--- config.mk ---
export PLATFORM = sky130hd
export DESIGN_NAME = decoder_2x4_strobe_flat
export DESIGN_NICKNAME = d
export VERILOG_FILES = /design/src/rtl/decoder_2x4_strobe_if.sv /design/src/rtl/decoder_2x4_strobe.sv /design/src/flat_wrapper.sv
export SDC_FILE = /design/constraint.sdc
export NUM_CORES = 1
export LEC_CHECK = 0
export CAP_MARGIN = 40
export CORE_MARGIN = 4
export CORE_UTILIZATION = 58
export DETAILED_ROUTE_END_ITERATION = 10
export PLACE_DENSITY = 0.93
export SYNTH_ARGS = -nofsm -noshare
export SYNTH_HDL_FRONTEND = slang
export SYNTH_SLANG_ARGS = --single-unit
--- constraint.sdc ---
create_clock -name clk -period 5 [get_ports clk]
set_clock_uncertainty 0.15 [all_clocks]
set_input_delay 1.5 -clock clk [delete_from_list [all_inputs] [get_ports clk]]
set_output_delay 1.5 -clock clk [all_outputs]
set_load 0.1 [all_outputs]
--- src/rtl/decoder_2x4_strobe_if.sv ---
// decoder_2x4_strobe_if: code input handshake plus strobed one-hot output.
// master drives codes in and watches the pattern; slave is the decoder.
interface decoder_2x4_strobe_if;
    logic       in_valid;
    logic       in_ready;
    logic [1:0] in_code;
    logic [3:0] out_onehot;
    logic       out_valid;
    logic       done;
    logic       busy;

    modport master (
        output in_valid,
        output in_code,
        input  in_ready,
        input  out_onehot,
        input  out_valid,
        input  done,
        input  busy
    );

    modport slave (
        input  in_valid,
        input  in_code,
        output in_ready,
        output out_onehot,
        output out_valid,
        output done,
        output busy
    );
endinterface

--- src/rtl/decoder_2x4_strobe.sv ---
// decoder_2x4_strobe: 2-entry code FIFO feeding an IDLE/SHOW/GAP strobe FSM.
// Each code is shown as a one-hot pattern for HOLD cycles, then GAP blanks.
module decoder_2x4_strobe #(
    parameter int unsigned HOLD = 4,
    parameter int unsigned GAP  = 1
) (
    input logic                  clk,
    input logic                  rst_n,
    decoder_2x4_strobe_if.slave  bus
);

    localparam logic [7:0] HOLD_LD = 8'(HOLD - 32'd1);
    localparam logic [7:0] GAP_LD  = 8'(GAP - 32'd1);
    localparam bit         GAP_EN  = (GAP != 0);

    typedef enum logic [1:0] {
        S_IDLE,
        S_SHOW,
        S_GAP
    } state_t;

    // Fixed mapping: highest code lights the lowest line.
    function automatic logic [3:0] decode(input logic [1:0] code);
        logic [3:0] oh;
        oh = 4'b0000;
        unique case (1'b1)
            (code == 2'd3): oh = 4'b0001;
            (code == 2'd2): oh = 4'b0010;
            (code == 2'd1): oh = 4'b0100;
            (code == 2'd0): oh = 4'b1000;
            default:        oh = 4'b0000;
        endcase
        return oh;
    endfunction

    logic [1:0] mem [2];
    logic       wr_ptr;
    logic       rd_ptr;
    logic [1:0] count;
    logic       in_ready_r;
    logic       fifo_empty;
    logic       push;
    logic       pop;
    logic [1:0] head;

    state_t     state_q;
    state_t     state_d;
    logic [7:0] cnt_q;
    logic [7:0] cnt_d;
    logic [3:0] onehot_q;
    logic [3:0] onehot_d;

    // in_ready comes from the count register only, so a same-cycle pop
    // from a full FIFO never opens the input early.
    assign in_ready_r = (count != 2'd2);
    assign fifo_empty = (count == 2'd0);
    assign push       = bus.in_valid && in_ready_r;
    assign head       = mem[rd_ptr];

    // FIFO storage, pointers and occupancy.
    always_ff @(posedge clk or negedge rst_n) begin
        if (!rst_n) begin
            mem[0] <= 2'd0;
            mem[1] <= 2'd0;
            wr_ptr <= 1'b0;
            rd_ptr <= 1'b0;
            count  <= 2'd0;
        end else begin
            if (push) begin
                mem[wr_ptr] <= bus.in_code;
                wr_ptr      <= ~wr_ptr;
            end
            if (pop) begin
                rd_ptr <= ~rd_ptr;
            end
            unique case ({push, pop})
                2'b10:   count <= count + 2'd1;
                2'b01:   count <= count - 2'd1;
                default: count <= count;
            endcase
        end
    end

    // Strobe FSM state, down-counter and registered pattern.
    always_ff @(posedge clk or negedge rst_n) begin
        if (!rst_n) begin
            state_q  <= S_IDLE;
            cnt_q    <= 8'd0;
            onehot_q <= 4'b0000;
        end else begin
            state_q  <= state_d;
            cnt_q    <= cnt_d;
            onehot_q <= onehot_d;
        end
    end

    // Next state: load on pop, count down, blank in GAP and IDLE.
    always_comb begin
        state_d  = state_q;
        cnt_d    = cnt_q;
        onehot_d = onehot_q;
        pop      = 1'b0;
        unique case (state_q)
            S_IDLE: begin
                onehot_d = 4'b0000;
                if (!fifo_empty) begin
                    pop      = 1'b1;
                    onehot_d = decode(head);
                    cnt_d    = HOLD_LD;
                    state_d  = S_SHOW;
                end
            end
            S_SHOW: begin
                if (cnt_q != 8'd0) begin
                    cnt_d = cnt_q - 8'd1;
                end else if (GAP_EN) begin
                    state_d  = S_GAP;
                    cnt_d    = GAP_LD;
                    onehot_d = 4'b0000;
                end else if (!fifo_empty) begin
                    pop      = 1'b1;
                    onehot_d = decode(head);
                    cnt_d    = HOLD_LD;
                end else begin
                    state_d  = S_IDLE;
                    onehot_d = 4'b0000;
                end
            end
            S_GAP: begin
                onehot_d = 4'b0000;
                if (cnt_q != 8'd0) begin
                    cnt_d = cnt_q - 8'd1;
                end else if (!fifo_empty) begin
                    pop      = 1'b1;
                    onehot_d = decode(head);
                    cnt_d    = HOLD_LD;
                    state_d  = S_SHOW;
                end else begin
                    state_d = S_IDLE;
                end
            end
            default: begin
                state_d  = S_IDLE;
                cnt_d    = 8'd0;
                onehot_d = 4'b0000;
            end
        endcase
    end

    assign bus.in_ready   = in_ready_r;
    assign bus.out_onehot = onehot_q;
    assign bus.out_valid  = (state_q == S_SHOW);
    assign bus.done       = (state_q == S_SHOW) && (cnt_q == 8'd0);
    assign bus.busy       = (state_q != S_IDLE) || !fifo_empty;

endmodule

--- src/flat_wrapper.sv ---
// flat-port wrapper written by rule: the top's interface ports become plain ports
module decoder_2x4_strobe_flat 
#(
    parameter int unsigned HOLD = 4,
    parameter int unsigned GAP  = 1
)
  (clk, rst_n, bus_in_valid, bus_in_code, bus_in_ready, bus_out_onehot, bus_out_valid, bus_done, bus_busy);
  decoder_2x4_strobe_if bus_i ();
  input logic clk;
  input logic rst_n;
  input wire logic [$bits(bus_i.in_valid)-1:0] bus_in_valid;
  input wire logic [$bits(bus_i.in_code)-1:0] bus_in_code;
  output wire logic [$bits(bus_i.in_ready)-1:0] bus_in_ready;
  output wire logic [$bits(bus_i.out_onehot)-1:0] bus_out_onehot;
  output wire logic [$bits(bus_i.out_valid)-1:0] bus_out_valid;
  output wire logic [$bits(bus_i.done)-1:0] bus_done;
  output wire logic [$bits(bus_i.busy)-1:0] bus_busy;
  assign bus_i.in_valid = bus_in_valid;
  assign bus_i.in_code = bus_in_code;
  assign bus_in_ready = bus_i.in_ready;
  assign bus_out_onehot = bus_i.out_onehot;
  assign bus_out_valid = bus_i.out_valid;
  assign bus_done = bus_i.done;
  assign bus_busy = bus_i.busy;
  decoder_2x4_strobe #(.HOLD(HOLD), .GAP(GAP)) u_core (.clk(clk), .rst_n(rst_n), .bus(bus_i));
endmodule
[Word-level counts from Yosys, hierarchy flattened]
Index checks and enable logic that the tools add are counted.
Storage, ports and cells
  register bits: 22
  word-level logic and storage cells: 66
Cells by class
  $add $sub $neg: 3
  $lt $le $gt $ge: 3
  equal/unequal tests: 11
  multiplexer cells: 24
  bitwise logic cells: 4
  reduce and logical (&&, ||, !) cells: 13
Operators by type and width (number)
  $mux W8: 3
  $pmux W8 S3: 1
  $pmux W4 S4: 1
  $mux W2: 7
  $mux W4: 3
  $pmux W4 S3: 1
  $eq A2 B2 Y1 const B: 4
  $logic_not A8 Y1: 1
  $ne A2 B2 Y1 const B: 4
  $reduce_bool A8 Y1: 1
  $sub A8 B1 Y8 const B: 1
  $eq A2 B1 Y1 const B: 3
  $logic_not A2 Y1: 3
  $pmux W2 S3: 1
  $bwmux W4: 1
  $ge A2 B2 Y1 const B: 2
  $not A1 Y2: 2
  $pmux W2 S2: 1
  $reduce_bool A2 Y1: 2
  $logic_and A1 B1 Y1: 3
  $mux W1: 3
  $reduce_and A3 Y1: 1
  $add A2 B1 Y2 const B: 1
  $demux W2 S1: 1
  6 further kinds: 7

[Depth between registers and ports, before layout]
Gate-level depths: netlist of run 1.
  depth after elaboration: 9
  gate-level depth with buffers: 9
  depth with buffers taken out: 9

[Worst setup path after synthesis of run 1]
Ideal clock, no wire load.
  path type: flip-flop to output port
  start: register u_core.cnt_q[0]
  end: output port bus_done
  data arrival time: 2396 ps
  path slack: 954 ps
  cell stages (with the launch flop): 6
  cells stage by stage: dfrtp_1 > inv_1 > ha_1 > nor3b_2 > nand2_1 > nor2_1
Between the ends
  cells in the longest elaborated chain, start to end: 2
Ends and longest elaborated chain
  from (decl): RTL line decoder_2x4_strobe.sv:48  | logic [7:0] cnt_q;
  from (signal assigned): RTL line decoder_2x4_strobe.sv:92  | cnt_q <= cnt_d;
  $logic_not A8 Y1: RTL line decoder_2x4_strobe.sv:153  | assign bus.done = (state_q == S_SHOW) && (cnt_q == 8'd0);
  $logic_and A1 B1 Y1: RTL line decoder_2x4_strobe.sv:153
  to (decl): RTL line flat_wrapper.sv:16  | output wire logic [$bits(bus_i.done)-1:0] bus_done;
Every way passes these cells.

[Worst setup path after layout of run 1]
  start: register u_core.state_q[0]
  end: output port bus_busy
Between the ends
  cells in the longest elaborated chain, start to end: 2
Ends and longest elaborated chain
  from (decl): RTL line decoder_2x4_strobe.sv:46  | state_t state_q;
  from (signal assigned): RTL line decoder_2x4_strobe.sv:91  | state_q <= state_d;
  $reduce_bool A2 Y1: RTL line decoder_2x4_strobe.sv:154  | assign bus.busy = (state_q != S_IDLE) || !fifo_empty;
  $logic_or A1 B1 Y1: RTL line decoder_2x4_strobe.sv:154
  to (decl): RTL line flat_wrapper.sv:17  | output wire logic [$bits(bus_i.busy)-1:0] bus_busy;
Every way passes these cells.

==> flow_summary.html, run 1 <==
<table>
<tr><th>Metric</th><th>Value</th></tr>
<tr><th colspan="2">Place</th></tr>
<tr><td>Routability congestion estimate</td><td>0.747</td></tr>
<tr><td>Placed Area</td><td>around 1400 um^2</td></tr>
<tr><td>Post-DP HPWL</td><td>around 1900 um</td></tr>
<tr><td>Placed Instances</td><td>around 150</td></tr>
<tr><td>Port Buffer Count</td><td>12</td></tr>
<tr><th colspan="2">Detailed routing</th></tr>
<tr><td>Detail Route Antenna Nets</td><td>0</td></tr>
<tr><td>Number of vias after detailed routing</td><td>around 900</td></tr>
<tr><td>First DRT Iteration DRCs</td><td>24</td></tr>
<tr><td>Routed WL per cell</td><td>roughly 16 um</td></tr>
<tr><td>DRC Markers</td><td>0</td></tr>
<tr><td>Wirelength, routed</td><td>roughly 2500 um</td></tr>
<tr><td>Detailed-routing iteration count for the pre-antenna-repair pass</td><td>4</td></tr>
<tr><td>Detailed-route vias per instance</td><td>between 5 and 6</td></tr>
<tr><th colspan="2">Clocking</th></tr>
<tr><td># resized after CTS</td><td>0</td></tr>
<tr><td>Worst-skew pair later-pin latency</td><td>0.31 ns</td></tr>
<tr><td>Maximum clock insertion buffer count</td><td>2</td></tr>
<tr><td>Clk Tree Root Cell</td><td>sky130_fd_sc_hd__clkbuf_4</td></tr>
<tr><td>Total clock buffers created by CTS</td><td>3</td></tr>
<tr><td>CTS tree</td><td>yes</td></tr>
<tr><td>Clock sinks</td><td>22</td></tr>
<tr><td>Number of setup buffers added after CTS</td><td>0</td></tr>
<tr><td>Post-CTS Hold Fix Bufs</td><td>0</td></tr>
<tr><td>Deepest level of the CTS H-tree</td><td>1</td></tr>
<tr><td>Clock transition at the register clock pins on the worst setup and hold paths after CTS</td><td>0.13 ns</td></tr>
<tr><th colspan="2">Yosys</th></tr>
<tr><td>Simple-gate area share of the yosys netlist</td><td>0.168</td></tr>
<tr><td>Commonest register cell after synthesis</td><td>sky130_fd_sc_hd__dfrtp_1</td></tr>
<tr><td>Area share of fa/ha/maj cells after synthesis</td><td>0.0318</td></tr>
<tr><td>Main combinational cell family by area after synthesis</td><td>simple AND/OR/NAND/NOR gates</td></tr>
<tr><td>FFs w/ async S/R, synth</td><td>1.00</td></tr>
<tr><td>Count of yosys warnings during synthesis</td><td>0</td></tr>
<tr><td>Mux share of post-synthesis cell area</td><td>0.109</td></tr>
<tr><td>Syn nets</td><td>119</td></tr>
<tr><td>Syn Std Cell Area</td><td>1180 um^2</td></tr>
<tr><td>Count of flip-flops with a built-in enable after synthesis</td><td>0</td></tr>
<tr><td>Flip-flop and latch count after synthesis</td><td>22</td></tr>
<tr><td>Synthesized netlist cell count</td><td>111</td></tr>
<tr><td>Proportion of synthesized chip area in sequential cells</td><td>0.466</td></tr>
<tr><td>Per-instance average area after synthesis</td><td>approximately 11 um^2</td></tr>
<tr><td>Number of distinct standard cells referenced by the synthesized netlist</td><td>34</td></tr>
<tr><td>Post-synthesis share of cell area spent on xor and xnor gates</td><td>0.0445</td></tr>
<tr><td>Synthesized-area fraction occupied by ao, oa, aoi and oai cells</td><td>0.144</td></tr>
<tr><th colspan="2">Final layout</th></tr>
<tr><td>Layout cells sized above 1</td><td>0.198</td></tr>
<tr><td>Total inserted antenna cells</td><td>0</td></tr>
<tr><td>Layout Utilization</td><td>0.763</td></tr>
<tr><td>Commonest cells after routing, fill and taps aside</td><td>22 x sky130_fd_sc_hd__dfrtp_1, 11 x sky130_fd_sc_hd__clkdlybuf4s50_1, 10 x sky130_fd_sc_hd__nor2_1, 8 x sky130_fd_sc_hd__nand2_1, 8 x sky130_fd_sc_hd__buf_8</td></tr>
<tr><td>Leading cell type in the layout, fill and taps excluded</td><td>sky130_fd_sc_hd__dfrtp_1</td></tr>
<tr><td>Number of nets in the final layout</td><td>between 100 and 150</td></tr>
<tr><td>Number of non-filler instances in the completed layout</td><td>between 150 and 200</td></tr>
<tr><td>Fillers</td><td>138</td></tr>
<tr><td>Finished layout cell area</td><td>roughly 1500 um^2</td></tr>
<tr><td>Area growth from synthesis to layout</td><td>25.4%</td></tr>
<tr><td>Register area</td><td>551 um^2</td></tr>
<tr><td>Area of combinational cells with multiple inputs</td><td>approximately 590 um^2</td></tr>
<tr><th colspan="2">Hold path</th></tr>
<tr><td>Tightest Hold Check Type</td><td>reg2reg</td></tr>
<tr><th colspan="2">Timing</th></tr>
<tr><td>Ratio of final minimum period to clock period</td><td>0.841</td></tr>
<tr><td>Final max-slew violation count</td><td>0</td></tr>
<tr><td>Endpoints failing setup</td><td>0</td></tr>
<tr><td>Accumulated negative setup slack</td><td>0 ns</td></tr>
<tr><td>Slew Limit Headroom</td><td>0.433</td></tr>
<tr><td>Maximum achievable frequency</td><td>around 240 MHz</td></tr>
<tr><td>RSZ-0062 raised after global routing</td><td>no</td></tr>
<tr><td>Time the worst path needs with I/O delays and setup</td><td>approximately 4.2 ns</td></tr>
<tr><td>Final-report hold violation count</td><td>0</td></tr>
<tr><td>Slew @ Worst Pin</td><td>0.842 ns</td></tr>
<tr><th colspan="2">Setup path</th></tr>
<tr><td>Worst Path Arrival</td><td>between 2 and 3 ns</td></tr>
<tr><td>Type of the worst setup path</td><td>reg2out</td></tr>
<tr><td>Startpoint of the most critical register-to-register path</td><td>u_core.cnt_q[0]</td></tr>
<tr><td>Type of origin of the critical path</td><td>flip-flop</td></tr>
<tr><td>Number of cells on the worst reg-to-reg path</td><td>8</td></tr>
<tr><td>Required time of the worst setup path</td><td>3.35 ns</td></tr>
<tr><td>Launching element of the worst setup path</td><td>u_core.state_q[0]</td></tr>
<tr><td>Worst Path Max Fanout</td><td>12</td></tr>
<tr><td>Setup slack, reg-to-reg</td><td>2.48 ns</td></tr>
<tr><td>Terminus of the critical flop-to-flop path</td><td>u_core.count[1]</td></tr>
<tr><td>Critical Path End</td><td>bus_busy</td></tr>
<tr><td>CP Capture Type</td><td>output port</td></tr>
<tr><th colspan="2">Floorplanning</th></tr>
<tr><td>Die ar.</td><td>~2800 um^2</td></tr>
<tr><td>Chip Width</td><td>53.1 um</td></tr>
<tr><td>Die height</td><td>between 50 and 60 um</td></tr>
<tr><td>Number of rows in the core area</td><td>16</td></tr>
<tr><td>I/O pin cnt</td><td>13</td></tr>
<tr><td>Std-Cell Core Area</td><td>~1900 um^2</td></tr>
<tr><td>Initial core utilization</td><td>0.608</td></tr>
<tr><th colspan="2">GRT</th></tr>
<tr><td>Largest net degree at the start of global routing</td><td>14</td></tr>
<tr><td>Wire length of the first global-routing pass</td><td>4400 um</td></tr>
<tr><td>All-Layer GR Usage</td><td>0.217</td></tr>
<tr><td>Initial antenna violation count</td><td>0</td></tr>
<tr><td>Global-route congestion overflow total</td><td>0</td></tr>
<tr><td>Via count of the first global-routing pass</td><td>~930</td></tr>
<tr><th colspan="2">Run</th></tr>
<tr><td>Number of max-cap violations</td><td>0</td></tr>
<tr><th colspan="2">Outcome</th></tr>
<tr><td>Run status</td><td>finished, final reports clean</td></tr>
</table>
[state kept, by name (all words and copies together) (netlist names)]
register               cells
u_core.count               2
u_core.cnt_q               8
u_core.rd_ptr              1
u_core.state_q             2
u_core.wr_ptr              1
u_core.mem                 4
u_core.bus.out_onehot      4
[worst max-delay path: stages (launching register included)]
cell,delay (ns)
sky130_fd_sc_hd__dfrtp_1,0.56
sky130_fd_sc_hd__nor4_1,0.80
sky130_fd_sc_hd__inv_1,0.18
sky130_fd_sc_hd__clkdlybuf4s50_1,0.51
sky130_fd_sc_hd__buf_8,0.19
[synth_stat cells, types with 2 or more instances]
| cell type | count | area share |
|---|---|---|
| sky130_fd_sc_hd__o22ai_1 | 3 | 0.016 |
| sky130_fd_sc_hd__a32o_1 | 4 | 0.034 |
| sky130_fd_sc_hd__nand2_1 | 8 | 0.025 |
| sky130_fd_sc_hd__xnor2_1 | 4 | 0.030 |
| sky130_fd_sc_hd__inv_1 | 5 | 0.016 |
| sky130_fd_sc_hd__ha_1 | 3 | 0.032 |
| sky130_fd_sc_hd__a21oi_1 | 6 | 0.025 |
| sky130_fd_sc_hd__o21ai_0 | 2 | 0.0085 |
| sky130_fd_sc_hd__nor2_1 | 10 | 0.032 |
| sky130_fd_sc_hd__xor2_1 | 2 | 0.015 |
| sky130_fd_sc_hd__nor4_1 | 2 | 0.011 |
| sky130_fd_sc_hd__nand3_1 | 2 | 0.0085 |
| sky130_fd_sc_hd__dfrtp_1 | 22 | 0.47 |
| sky130_fd_sc_hd__mux2_2 | 7 | 0.067 |
| sky130_fd_sc_hd__nor3_1 | 4 | 0.017 |
| sky130_fd_sc_hd__nand2b_1 | 3 | 0.016 |
| sky130_fd_sc_hd__mux2i_1 | 5 | 0.042 |
| sky130_fd_sc_hd__a31oi_1 | 3 | 0.016 |
[cell families (layout without fill, tap and decap cells)]
kind of cell / after synthesis / count (layout)
multiplexers: 12 / 12
AO/OA/AOI/OAI: 24 / 24
AND/OR/NAND/NOR: 35 / 35
buffers and inverters: 9 / 29
XOR/XNOR: 6 / 6
adder cells (fa/ha/maj): 3 / 3
flip-flops: 22 / 22
[per-stage QoR]
stage / setup slack (ns) / hold WS [ns]
detailed placement: 1.19 / 0.344
finish: 0.793 / 0.363
CTS: 0.813 / 0.366
global route: 0.650 / 0.397
global placement: 0.973 / 0.328
floorplan: 0.954 / 0.318
[how the worst min path moves through the flow]
stage / end / start / cells past startpoint / slack, ns
floorplan: u_core.wr_ptr / u_core.wr_ptr / 1 / 0.32
global placement: u_core.bus.out_onehot[2] / u_core.bus.out_onehot[2] / 1 / 0.33
detailed placement: u_core.bus.out_onehot[2] / u_core.bus.out_onehot[2] / 1 / 0.34
CTS: u_core.cnt_q[7] / u_core.cnt_q[7] / 1 / 0.37
global route: u_core.bus.out_onehot[2] / u_core.bus.out_onehot[2] / 1 / 0.40
finish: u_core.cnt_q[7] / u_core.cnt_q[7] / 1 / 0.36
[final cells by class]
type                            count  share of cell area
Clock buffer                        3              0.0152
Clock inverter                      1              0.0203
Inverter                            5              0.0127
Multi-Input combinational cell     80               0.397
Sequential cell                    22               0.372
Tap cell                           27              0.0228
Timing Repair Buffer               20               0.160
[routing by layer]
layer	wire, um	track usage
met1	1060	0.271
met5	0	0
met2	1300	0.380
met3	119	0.0366
met4	35	0.0638
Power of run 1 is left out: the tool's default activity adds up to more than one toggle a clock period on the data nets, which glitch-free logic cannot reach.
==> inputs of run 2 (changes only) <==
--- a/config.mk
+++ b/config.mk
@@ -7,9 +7,9 @@
 export LEC_CHECK = 0
 export CAP_MARGIN = 40
 export CORE_MARGIN = 4
-export CORE_UTILIZATION = 58
+export CORE_UTILIZATION = 54
 export DETAILED_ROUTE_END_ITERATION = 10
-export PLACE_DENSITY = 0.93
+export PLACE_DENSITY = 0.88
 export SYNTH_ARGS = -nofsm -noshare
 export SYNTH_HDL_FRONTEND = slang
 export SYNTH_SLANG_ARGS = --single-unit
==> constraint.sdc (replaced) <==
create_clock -name clk -period 4.05 [get_ports clk]
set_clock_uncertainty 0.15 [all_clocks]
set_input_delay 1.215 -clock clk [delete_from_list [all_inputs] [get_ports clk]]
set_output_delay 1.215 -clock clk [all_outputs]
set_load 0.1 [all_outputs]
==> run 2 against run 1 <==
Design area down 8.3%. Via count down 4.1%. Worst setup slack worse by 0.16 ns. Clock-buffer cell count unchanged. Flip-flop and latch count unchanged. Wire length down 8.1%. Critical path type unchanged. Largest cell class unchanged.
==> flow_summary.html, run 2 (synthesis results as in run 1) <==
<table>
<tr><th>Metric</th><th>Value</th></tr>
<tr><th colspan="2">Outcome</th></tr>
<tr><td>Run status</td><td>finished, final reports clean (unchanged)</td></tr>
<tr><th colspan="2">Timing</th></tr>
<tr><td>Maximum achievable frequency</td><td>between 200 and 300 MHz</td></tr>
<tr><td>Final-report hold violation count</td><td>0 (unchanged)</td></tr>
<tr><td>Accumulated negative setup slack</td><td>0 ns (unchanged)</td></tr>
<tr><td>Final max-slew violation count</td><td>0 (unchanged)</td></tr>
<tr><td>RSZ-0062 raised after global routing</td><td>no (unchanged)</td></tr>
<tr><td>Time the worst path needs with I/O delays and setup</td><td>approximately 3.4 ns</td></tr>
<tr><td>Ratio of final minimum period to clock period</td><td>0.844</td></tr>
<tr><td>Slew @ Worst Pin</td><td>0.695 ns (was 0.842 ns)</td></tr>
<tr><td>Endpoints failing setup</td><td>0 (unchanged)</td></tr>
<tr><td>Slew Limit Headroom</td><td>0.532 (was 0.433)</td></tr>
<tr><th colspan="2">Final layout</th></tr>
<tr><td>Register area</td><td>551 um^2 (unchanged)</td></tr>
<tr><td>Number of nets in the final layout</td><td>133 (was 140)</td></tr>
<tr><td>Area growth from synthesis to layout</td><td>15.0% (was 25.4%)</td></tr>
<tr><td>Total inserted antenna cells</td><td>0 (unchanged)</td></tr>
<tr><td>Area of combinational cells with multiple inputs</td><td>588 um^2 (unchanged)</td></tr>
<tr><td>Leading cell type in the layout, fill and taps excluded</td><td>sky130_fd_sc_hd__dfrtp_1 (unchanged)</td></tr>
<tr><td>Commonest cells after routing, fill and taps aside</td><td>22 x sky130_fd_sc_hd__dfrtp_1, 10 x sky130_fd_sc_hd__nor2_1, 8 x sky130_fd_sc_hd__nand2_1, 8 x sky130_fd_sc_hd__buf_4, 7 x sky130_fd_sc_hd__mux2_2 (was 22 x sky130_fd_sc_hd__dfrtp_1, 11 x sky130_fd_sc_hd__clkdlybuf4s50_1, 10 x sky130_fd_sc_hd__nor2_1, 8 x sky130_fd_sc_hd__nand2_1, 8 x sky130_fd_sc_hd__buf_8)</td></tr>
<tr><td>Flip-flop count of the largest register after layout</td><td>8 (unchanged)</td></tr>
<tr><td>Reg with most FFs</td><td>u_core.cnt_q (unchanged)</td></tr>
<tr><td>Fillers</td><td>159 (was 138)</td></tr>
<tr><td>Layout cells sized above 1</td><td>0.210 (was 0.198)</td></tr>
<tr><th colspan="2">Setup path</th></tr>
<tr><td>Max stage delay on crit path</td><td>0.44 ns (was 0.80 ns)</td></tr>
<tr><td>Worst Path Max Fanout</td><td>7 (was 12)</td></tr>
<tr><td>Type of origin of the critical path</td><td>flip-flop (unchanged)</td></tr>
<tr><td>Setup slack, reg-to-reg</td><td>1.57 ns (was 2.48 ns)</td></tr>
<tr><td>Cell at the slowest stage of the critical path</td><td>sky130_fd_sc_hd__dfrtp_1 (was sky130_fd_sc_hd__nor4_1)</td></tr>
<tr><td>CP Capture Type</td><td>output port (unchanged)</td></tr>
<tr><td>Startpoint of the most critical register-to-register path</td><td>u_core.cnt_q[0] (unchanged)</td></tr>
<tr><td>Cell chain of the critical path</td><td>inv_1 -&gt; ha_1 -&gt; nor3b_2 -&gt; nand2_1 -&gt; nor2_1 -&gt; buf_4 (was nor4_1 -&gt; inv_1 -&gt; clkdlybuf4s50_1 -&gt; buf_8)</td></tr>
<tr><td>Terminus of the critical flop-to-flop path</td><td>u_core.count[1] (unchanged)</td></tr>
<tr><td>Required time of the worst setup path</td><td>2.68 ns (was 3.35 ns)</td></tr>
<tr><td>Type of the worst setup path</td><td>reg2out (unchanged)</td></tr>
<tr><td>Worst Path Arrival</td><td>2.05 ns (was 2.56 ns)</td></tr>
<tr><td>Number of cells on the worst reg-to-reg path</td><td>8 (unchanged)</td></tr>
<tr><th colspan="2">Detailed routing</th></tr>
<tr><td>Detail Route Antenna Nets</td><td>0 (unchanged)</td></tr>
<tr><td>First DRT Iteration DRCs</td><td>17 (was 24)</td></tr>
<tr><td>Number of vias after detailed routing</td><td>885 (was 923)</td></tr>
<tr><td>Detailed-route vias per instance</td><td>5.86 (was 5.84)</td></tr>
<tr><td>Detailed-routing iteration count for the pre-antenna-repair pass</td><td>4 (unchanged)</td></tr>
<tr><td>Routed WL per cell</td><td>15.3 um (was 15.9 um)</td></tr>
<tr><td>DRC Markers</td><td>0 (unchanged)</td></tr>
<tr><td>Wirelength, routed</td><td>2310 um (was 2520 um)</td></tr>
<tr><th colspan="2">GRT</th></tr>
<tr><td>Largest net degree at the start of global routing</td><td>15 (was 14)</td></tr>
<tr><td>Global-route congestion overflow total</td><td>0 (unchanged)</td></tr>
<tr><td>Via count of the first global-routing pass</td><td>838 (was 926)</td></tr>
<tr><td>All-Layer GR Usage</td><td>0.182 (was 0.217)</td></tr>
<tr><td>Initial antenna violation count</td><td>0 (unchanged)</td></tr>
<tr><td>Wire length of the first global-routing pass</td><td>3830 um (was 4400 um)</td></tr>
<tr><th colspan="2">Floorplanning</th></tr>
<tr><td>Number of rows in the core area</td><td>16 (unchanged)</td></tr>
<tr><td>Die height</td><td>54.8 um (was 53.1 um)</td></tr>
<tr><td>Std-Cell Core Area</td><td>2020 um^2 (was 1940 um^2)</td></tr>
<tr><td>Chip Width</td><td>54.8 um (was 53.1 um)</td></tr>
<tr><td>Die ar.</td><td>3000 um^2 (was 2820 um^2)</td></tr>
<tr><td>I/O pin cnt</td><td>13 (unchanged)</td></tr>
<tr><td>Initial core utilization</td><td>0.584 (was 0.608)</td></tr>
<tr><th colspan="2">Clocking</th></tr>
<tr><td>Maximum clock insertion buffer count</td><td>2 (unchanged)</td></tr>
<tr><td>Post-CTS Hold Fix Bufs</td><td>0 (unchanged)</td></tr>
<tr><td>Worst-skew pair later-pin latency</td><td>0.31 ns (about the same)</td></tr>
<tr><td>Deepest level of the CTS H-tree</td><td>1 (unchanged)</td></tr>
<tr><td>Clock transition at the register clock pins on the worst setup and hold paths after CTS</td><td>0.12 ns (was 0.13 ns)</td></tr>
<tr><td># resized after CTS</td><td>0 (unchanged)</td></tr>
<tr><td>CTS tree</td><td>yes (unchanged)</td></tr>
<tr><td>Number of setup buffers added after CTS</td><td>0 (unchanged)</td></tr>
<tr><td>Clk Tree Root Cell</td><td>sky130_fd_sc_hd__clkbuf_4 (unchanged)</td></tr>
<tr><td>Clock sinks</td><td>22 (unchanged)</td></tr>
<tr><td>Total clock buffers created by CTS</td><td>3 (unchanged)</td></tr>
<tr><th colspan="2">Hold path</th></tr>
<tr><td>Hold Path End</td><td>u_core.bus.out_onehot[3] (was u_core.cnt_q[7])</td></tr>
<tr><td>Instance count along the most critical hold path</td><td>1 (unchanged)</td></tr>
<tr><td>Hold Crit Start</td><td>u_core.bus.out_onehot[3] (was u_core.cnt_q[7])</td></tr>
<tr><td>Tightest Hold Check Type</td><td>reg2reg (unchanged)</td></tr>
<tr><th colspan="2">Place</th></tr>
<tr><td>Post-DP HPWL</td><td>1780 um (was 1900 um)</td></tr>
<tr><td>Port Buffer Count</td><td>12 (unchanged)</td></tr>
<tr><td>Routability congestion estimate</td><td>0.848 (was 0.747)</td></tr>
<tr><th colspan="2">Run</th></tr>
<tr><td>Number of max-cap violations</td><td>0 (unchanged)</td></tr>
</table>
run 2: changes by cell type in the layout (fill, tap and decap cells not counted), sizes merged:
cell,before,now
clkdlybuf4s50,11,4
run 2: how the worst max path moves through the flow:
stage                      startpoint  endpoint
floorplan             u_core.cnt_q[0]  bus_done
global placement    u_core.state_q[0]  bus_busy
detailed placement    u_core.cnt_q[0]  bus_done
CTS                   u_core.cnt_q[0]  bus_done
global route          u_core.cnt_q[0]  bus_done
finish                u_core.cnt_q[0]  bus_done
run 2: final cells by class:
class	instances	area share
tap	27	0.0249
inverter	5	0.0138
timing repair buffer	13	0.0847
clock buffer	3	0.0166
multi-input combinational	80	0.433
clock inverter	1	0.0221
sequential	22	0.405
run 2: per-layer routing:
| metal | vias up | wire [um] | part of all wire | track usage |
|---|---|---|---|---|
| li1 | 430 | - | - | - |
| met1 | 439 | 1100 | 0.48 | 0.250 |
| met2 | 12 | 1110 | 0.48 | 0.272 |
| met3 | 4 | 59 | 0.026 | 0.0245 |
| met4 | 0 | 42 | 0.018 | 0.0996 |
| met5 | - | 0 | 0 | 0 |
run 2: critical path, delay by kind of cell, from the launching register on:
family,cells,cell delay (ns)
adders and majority gates,1,0.15
DFF,1,0.44
and+or+nand+nor,3,0.71
buffers and inverters,2,0.44
run 2: per-stage QoR:
stage / std cells / cell area (um^2) / setup WS (ns) / hold WS, ns / utilization
4_1_cts: 151 / 1360 / 0.633 / 0.363 / 0.672
5_1_grt: 151 / 1360 / 0.413 / 0.381 / 0.672
3_5_place_dp: 147 / 1310 / 1.00 / 0.334 / 0.646
6_report: 151 / 1360 / 0.632 / 0.359 / 0.672
2_1_floorplan: 111 / 1180 / 0.289 / 0.318 / -
3_3_place_gp: 146 / 1290 / 1.06 / 0.331 / 0.639
Power of run 2 is left out for the same reason.
==> inputs of run 3 (changes only) <==
--- a/config.mk
+++ b/config.mk
@@ -7,9 +7,9 @@
 export LEC_CHECK = 0
 export CAP_MARGIN = 40
 export CORE_MARGIN = 4
-export CORE_UTILIZATION = 54
+export CORE_UTILIZATION = 49
 export DETAILED_ROUTE_END_ITERATION = 10
-export PLACE_DENSITY = 0.88
+export PLACE_DENSITY = 0.85
 export SYNTH_ARGS = -nofsm -noshare
 export SYNTH_HDL_FRONTEND = slang
 export SYNTH_SLANG_ARGS = --single-unit
==> constraint.sdc (replaced) <==
create_clock -name clk -period 2.94 [get_ports clk]
set_clock_uncertainty 0.15 [all_clocks]
set_input_delay 0.882 -clock clk [delete_from_list [all_inputs] [get_ports clk]]
set_output_delay 0.882 -clock clk [all_outputs]
set_load 0.1 [all_outputs]
==> run 3 against run 2 <==
Design area is 5.1% higher. Utilization shrank 3.9 points. Clock-buffer cell count unchanged. Highest routed layer unchanged. Wire length down 1.3%. Via count decreased by 2.1%. First-iteration DRC count shrank 59%.
==> flow_summary.html, run 3 (synthesis results as in run 1) <==
<table>
<tr><th>Metric</th><th>Value</th></tr>
<tr><th colspan="2">Detailed routing</th></tr>
<tr><td>DRC Markers</td><td>0 (unchanged)</td></tr>
<tr><td>Detailed-route vias per instance</td><td>5.55 (was 5.86)</td></tr>
<tr><td>First DRT Iteration DRCs</td><td>7 (was 17)</td></tr>
<tr><td>Number of vias after detailed routing</td><td>866 (was 885)</td></tr>
<tr><td>Wirelength, routed</td><td>2280 um (was 2310 um)</td></tr>
<tr><td>Routed WL per cell</td><td>14.6 um (was 15.3 um)</td></tr>
<tr><td>Detail Route Antenna Nets</td><td>0 (unchanged)</td></tr>
<tr><td>Detailed-routing iteration count for the pre-antenna-repair pass</td><td>4 (unchanged)</td></tr>
<tr><th colspan="2">Timing</th></tr>
<tr><td>Accumulated negative setup slack</td><td>0 ns (unchanged)</td></tr>
<tr><td>Endpoints failing setup</td><td>0 (unchanged)</td></tr>
<tr><td>Setup slack of the critical path after layout</td><td>0.215 ns (was 0.632 ns)</td></tr>
<tr><td>RSZ-0062 raised after global routing</td><td>no (unchanged)</td></tr>
<tr><td>Ratio of final minimum period to clock period</td><td>0.927</td></tr>
<tr><td>Time the worst path needs with I/O delays and setup</td><td>approximately 2.7 ns</td></tr>
<tr><td>Slew @ Worst Pin</td><td>0.416 ns (was 0.695 ns)</td></tr>
<tr><td>Final-report hold violation count</td><td>0 (unchanged)</td></tr>
<tr><td>Final max-slew violation count</td><td>0 (unchanged)</td></tr>
<tr><td>Maximum achievable frequency</td><td>~370 MHz</td></tr>
<tr><td>Slew Limit Headroom</td><td>0.723 (was 0.532)</td></tr>
<tr><th colspan="2">Final layout</th></tr>
<tr><td>Fillers</td><td>201 (was 159)</td></tr>
<tr><td>Area of combinational cells with multiple inputs</td><td>596 um^2 (was 588 um^2)</td></tr>
<tr><td>Number of nets in the final layout</td><td>137 (was 133)</td></tr>
<tr><td>Total inserted antenna cells</td><td>0 (unchanged)</td></tr>
<tr><td>Flip-flop count of the largest register after layout</td><td>8 (unchanged)</td></tr>
<tr><td>Commonest cells after routing, fill and taps aside</td><td>22 x sky130_fd_sc_hd__dfrtp_1, 10 x sky130_fd_sc_hd__buf_4, 9 x sky130_fd_sc_hd__nor2_1, 8 x sky130_fd_sc_hd__nand2_1, 7 x sky130_fd_sc_hd__mux2_2 (was 22 x sky130_fd_sc_hd__dfrtp_1, 10 x sky130_fd_sc_hd__nor2_1, 8 x sky130_fd_sc_hd__nand2_1, 8 x sky130_fd_sc_hd__buf_4, 7 x sky130_fd_sc_hd__mux2_2)</td></tr>
<tr><td>Leading cell type in the layout, fill and taps excluded</td><td>sky130_fd_sc_hd__dfrtp_1 (unchanged)</td></tr>
<tr><td>Reg with most FFs</td><td>u_core.cnt_q (unchanged)</td></tr>
<tr><td>Register area</td><td>551 um^2 (unchanged)</td></tr>
<tr><td>Area growth from synthesis to layout</td><td>20.9% (was 15.0%)</td></tr>
<tr><td>Layout cells sized above 1</td><td>0.242 (was 0.210)</td></tr>
<tr><th colspan="2">GRT</th></tr>
<tr><td>Via count of the first global-routing pass</td><td>904 (was 838)</td></tr>
<tr><td>Fraction of met1 tracks used by global routing</td><td>0.183 (was 0.250)</td></tr>
<tr><td>All-Layer GR Usage</td><td>0.158 (was 0.182)</td></tr>
<tr><td>Most used routing layer in global routing</td><td>met2 (unchanged)</td></tr>
<tr><td>Largest net degree at the start of global routing</td><td>23 (was 15)</td></tr>
<tr><td>Met2 Usage GRT</td><td>0.287 (was 0.272)</td></tr>
<tr><td>Global Route met3 Usage</td><td>0.0226 (was 0.0245)</td></tr>
<tr><td>Global-route congestion overflow total</td><td>0 (unchanged)</td></tr>
<tr><td>Wire length of the first global-routing pass</td><td>4150 um (was 3830 um)</td></tr>
<tr><td>Initial antenna violation count</td><td>0 (unchanged)</td></tr>
<tr><th colspan="2">Clocking</th></tr>
<tr><td>Deepest level of the CTS H-tree</td><td>1 (unchanged)</td></tr>
<tr><td># resized after CTS</td><td>0 (unchanged)</td></tr>
<tr><td>Clock sinks</td><td>22 (unchanged)</td></tr>
<tr><td>Total clock buffers created by CTS</td><td>3 (unchanged)</td></tr>
<tr><td>Post-CTS Hold Fix Bufs</td><td>0 (unchanged)</td></tr>
<tr><td>CTS tree</td><td>yes (unchanged)</td></tr>
<tr><td>Number of setup buffers added after CTS</td><td>0 (unchanged)</td></tr>
<tr><td>Clk Tree Root Cell</td><td>sky130_fd_sc_hd__clkbuf_4 (unchanged)</td></tr>
<tr><td>Worst-skew pair later-pin latency</td><td>0.31 ns (about the same)</td></tr>
<tr><td>Maximum clock insertion buffer count</td><td>2 (unchanged)</td></tr>
<tr><td>Clock transition at the register clock pins on the worst setup and hold paths after CTS</td><td>0.12 ns (about the same)</td></tr>
<tr><th colspan="2">Floorplanning</th></tr>
<tr><td>I/O pin cnt</td><td>13 (unchanged)</td></tr>
<tr><td>Die ar.</td><td>3260 um^2 (was 3000 um^2)</td></tr>
<tr><td>Std-Cell Core Area</td><td>2250 um^2 (was 2020 um^2)</td></tr>
<tr><td>Die height</td><td>57.1 um (was 54.8 um)</td></tr>
<tr><td>Initial core utilization</td><td>0.524 (was 0.584)</td></tr>
<tr><td>Number of rows in the core area</td><td>17 (was 16)</td></tr>
<tr><td>Chip Width</td><td>57.1 um (was 54.8 um)</td></tr>
<tr><th colspan="2">Setup path</th></tr>
<tr><td>Setup slack, reg-to-reg</td><td>0.67 ns (was 1.57 ns)</td></tr>
<tr><td>Cell chain of the critical path</td><td>inv_1 -&gt; ha_1 -&gt; nor3b_2 -&gt; nand2_1 -&gt; nor2_4 -&gt; buf_12 (was inv_1 -&gt; ha_1 -&gt; nor3b_2 -&gt; nand2_1 -&gt; nor2_1 -&gt; buf_4)</td></tr>
<tr><td>Worst Path Arrival</td><td>1.69 ns (was 2.05 ns)</td></tr>
<tr><td>Terminus of the critical flop-to-flop path</td><td>u_core.count[1] (unchanged)</td></tr>
<tr><td>Type of origin of the critical path</td><td>flip-flop (unchanged)</td></tr>
<tr><td>CP Capture Type</td><td>output port (unchanged)</td></tr>
<tr><td>Cell at the slowest stage of the critical path</td><td>sky130_fd_sc_hd__dfrtp_1 (unchanged)</td></tr>
<tr><td>Required time of the worst setup path</td><td>1.91 ns (was 2.68 ns)</td></tr>
<tr><td>Max stage delay on crit path</td><td>0.43 ns (was 0.44 ns)</td></tr>
<tr><td>Worst Path Max Fanout</td><td>5 (was 7)</td></tr>
<tr><td>Startpoint of the most critical register-to-register path</td><td>u_core.cnt_q[0] (unchanged)</td></tr>
<tr><td>Type of the worst setup path</td><td>reg2out (unchanged)</td></tr>
<tr><td>Number of cells on the worst reg-to-reg path</td><td>9 (was 8)</td></tr>
<tr><th colspan="2">Place</th></tr>
<tr><td>Setup WS pre-CTS</td><td>0.569 ns (was 1.00 ns)</td></tr>
<tr><td>Routability congestion estimate</td><td>0.841 (was 0.848)</td></tr>
<tr><td>Port Buffer Count</td><td>12 (unchanged)</td></tr>
<tr><td>Post-DP HPWL</td><td>1700 um (was 1780 um)</td></tr>
<tr><th colspan="2">Outcome</th></tr>
<tr><td>Run status</td><td>finished, final reports clean (unchanged)</td></tr>
<tr><th colspan="2">Hold path</th></tr>
<tr><td>Instance count along the most critical hold path</td><td>1 (unchanged)</td></tr>
<tr><td>Hold Crit Start</td><td>u_core.bus.out_onehot[2] (was u_core.bus.out_onehot[3])</td></tr>
<tr><td>Hold Path End</td><td>u_core.bus.out_onehot[2] (was u_core.bus.out_onehot[3])</td></tr>
<tr><td>Tightest Hold Check Type</td><td>reg2reg (unchanged)</td></tr>
<tr><th colspan="2">Run</th></tr>
<tr><td>Number of max-cap violations</td><td>0 (unchanged)</td></tr>
</table>
run 3: changes by cell type in the layout (fill, tap and decap cells not counted), sizes merged:
| cell | delta |
|---|---|
| buf | +4 |
run 3: cell type report:
class,count,area share
Clock buffer,3,0.0158
Clock inverter,1,0.0210
Inverter,5,0.0131
Multi-Input combinational cell,80,0.417
Sequential cell,22,0.386
Tap cell,28,0.0245
Timing Repair Buffer,17,0.123
run 3: how the worst max path moves through the flow:
stage	start	endpoint	slack [ns]	cells past startpoint
after floorplan	u_core.cnt_q[0]	bus_done	0.24	5
after global placement	u_core.cnt_q[0]	bus_done	0.65	6
after detailed placement	u_core.cnt_q[0]	bus_done	0.57	6
after CTS	u_core.cnt_q[0]	bus_done	0.20	6
after global routing	u_core.cnt_q[0]	bus_done	0.07	6
final	u_core.cnt_q[0]	bus_done	0.21	6
run 3: layer usage:
| layer | up-vias | wire length (um) | part of all wire |
|---|---|---|---|
| li1 | 435 | - | - |
| met3 | 8 | 81 | 0.035 |
| met4 | 0 | 49 | 0.021 |
| met5 | - | 0 | 0 |
| met2 | 15 | 1200 | 0.52 |
| met1 | 408 | 953 | 0.42 |
run 3: metrics by stage:
stage                     hold WS (ns)   util  std cells  area (um^2)
after global placement           0.332  0.610        152         1380
final                            0.354  0.633        156         1430
after global routing             0.385  0.633        156         1430
after detailed placement         0.333  0.610        152         1380
after floorplan                  0.318      -        111         1190
after CTS                        0.363  0.633        156         1430
run 3: worst max-delay path, delay by kind of cell, from the launching register on:
family	cells	cell delay, ns
and+or+nand+nor	3	0.49
DFF	1	0.43
buffers and inverters	2	0.31
adders and majority gates	1	0.16
Power of run 3 is left out for the same reason.
==> RTL change: new RTL, flow settings as in run 3 <==
Encoding of `state_t`: now one-hot (3 bits for 3 states).
--- a/src/rtl/decoder_2x4_strobe.sv
+++ b/src/rtl/decoder_2x4_strobe.sv
@@ -15,6 +15,6 @@
 
-    typedef enum logic [1:0] {
-        S_IDLE,
-        S_SHOW,
-        S_GAP
+    typedef enum logic [2:0] {
+        S_IDLE = 3'b001,
+        S_SHOW = 3'b010,
+        S_GAP  = 3'b100
     } state_t;
Function: no difference found for any inputs over 10 cycles, from zero or initial values and one cycle with rst_n low; not proved beyond that.
==> RTL change against run 3 <==
- final area grew 3.5%
- setup slack worse by 100 ps
- area after synthesis increased by 5.9%
- highest routed layer unchanged
- wire length up 10%
- via count increased by 14%
- count of clock-buffer cells in the layout stayed put
- sequential cell count up 1
- global-route usage rose by 1.4 points
- synthesized cell count up 7.2%
Power is not shown: default switching activity piles up to over one toggle a cycle in this logic, so the estimate is an artifact.
==> RTL change: results (changes against run 3) <==
post-synthesis xor/xnor area fraction 0.0420 (-0.00249); status complete, no violations; average cell area after synthesis 10.5 sq um (-1.2%); final net count 143 (+4.4%); worst path arrival time 1790 ps (+100 ps); Hold Startpoint u_core.bus.out_onehot[2]; first-pass GRT wire length 4.53 mm (+9.2%); Compound-Gate Fraction of Synth Area 0.148 (+0.00393); CTS H-Tree Depth 1 (unchanged); share of post-route cells with drive strength above 1 0.239 (-0.00338); cell count of the worst reg-to-reg path 8 (-1); Starting DRT DRC Count 20 (+13); post-CTS resize count 1 (+1); adder-cell share of the synthesized area 0.0300 (-0.00178); FILL cells 202 (+0.50%); input/output buffers 12 (unchanged); vias per inst 6.01 (+8.2%); synth top area cells dfrtp_1, mux2_2, a32o_1; post-DP HPWL 1.94 mm (+14%); Worst Hold Slack 360 ps (+5.80 ps); placed insts 160 (+5.3%); routed wire length per instance 15.3 microns (+4.7%); crit-path max FO 5 (unchanged); clk slew on worst S/H paths 140 ps (+20 ps); sequential-to-total area share from yosys stat 0.461 (-0.00510); met3 wire length 163 microns (+100%); Rel. slew slack 0.714 (-0.00839); largest net degree at the start of global routing 15 (-35%); Yosys cell types 46 (+35%); Post-synth ARST share 1.00 (unchanged); vias in the first global route 1,012 (+12%); r2r setup slk 500 ps (-170 ps); Syn Nets 127 (+6.7%); Initial DRT Pass Iterations 4 (unchanged); GRT Util Overall 0.171 (+0.0137); Synth top cells by count dfrtp_1, nand2_1, mux2_2; mux contribution to synthesized area 0.0790 (-0.0301); Final GP Congestion 0.880 (+4.7%); post-route met1 wirelength 1.04 mm (+9.2%); met2 routed WL 1.28 mm (+6.8%); worst r2r dst u_core.count[1]; vias 985 (+14%)
==> RTL change: cell type report <==
| class | count | share of cell area |
|---|---|---|
| Multi-Input combinational cell | 85 | 0.432 |
| Sequential cell | 23 | 0.390 |
| Timing Repair Buffer | 16 | 0.113 |
| Tap cell | 30 | 0.0254 |
| Inverter | 6 | 0.0186 |
| Clock buffer | 3 | 0.0152 |
| Clock inverter | 1 | 0.00508 |
==> RTL change: worst max-delay path by stage <==
stage                               start        to  slack (ps)  depth (start not counted)
after floorplan           u_core.cnt_q[0]  bus_done          40                          5
after global placement    u_core.cnt_q[0]  bus_done         460                          6
after detailed placement  u_core.cnt_q[0]  bus_done         380                          6
after CTS                 u_core.cnt_q[0]  bus_done         130                          6
after global routing      u_core.cnt_q[0]  bus_done          30                          6
final                     u_core.cnt_q[0]  bus_done         110                          6
==> RTL change: cell families after synthesis <==
kind of cell             after synthesis
AND/OR/NAND/NOR                       44
flip-flops                            23
AO/OA/AOI/OAI                         23
XOR/XNOR                               6
adder cells (fa/ha/maj)                3
multiplexers                           9
buffers and inverters                 11
==> RTL change: metrics by stage <==
stage          setup slack [ps]  area [sq um]
6_report                    114          1480
3_3_place_gp                455          1440
5_1_grt                    26.9          1480
4_1_cts                     127          1470
3_5_place_dp                382          1440
2_1_floorplan              37.5          1250
==> RTL change: layer usage <==
layer	vias to the layer above	GRT usage
met3	4	0.0526
met5	-	0
met2	29	0.316
met4	0	0.0298
met1	482	0.196
li1	470	-
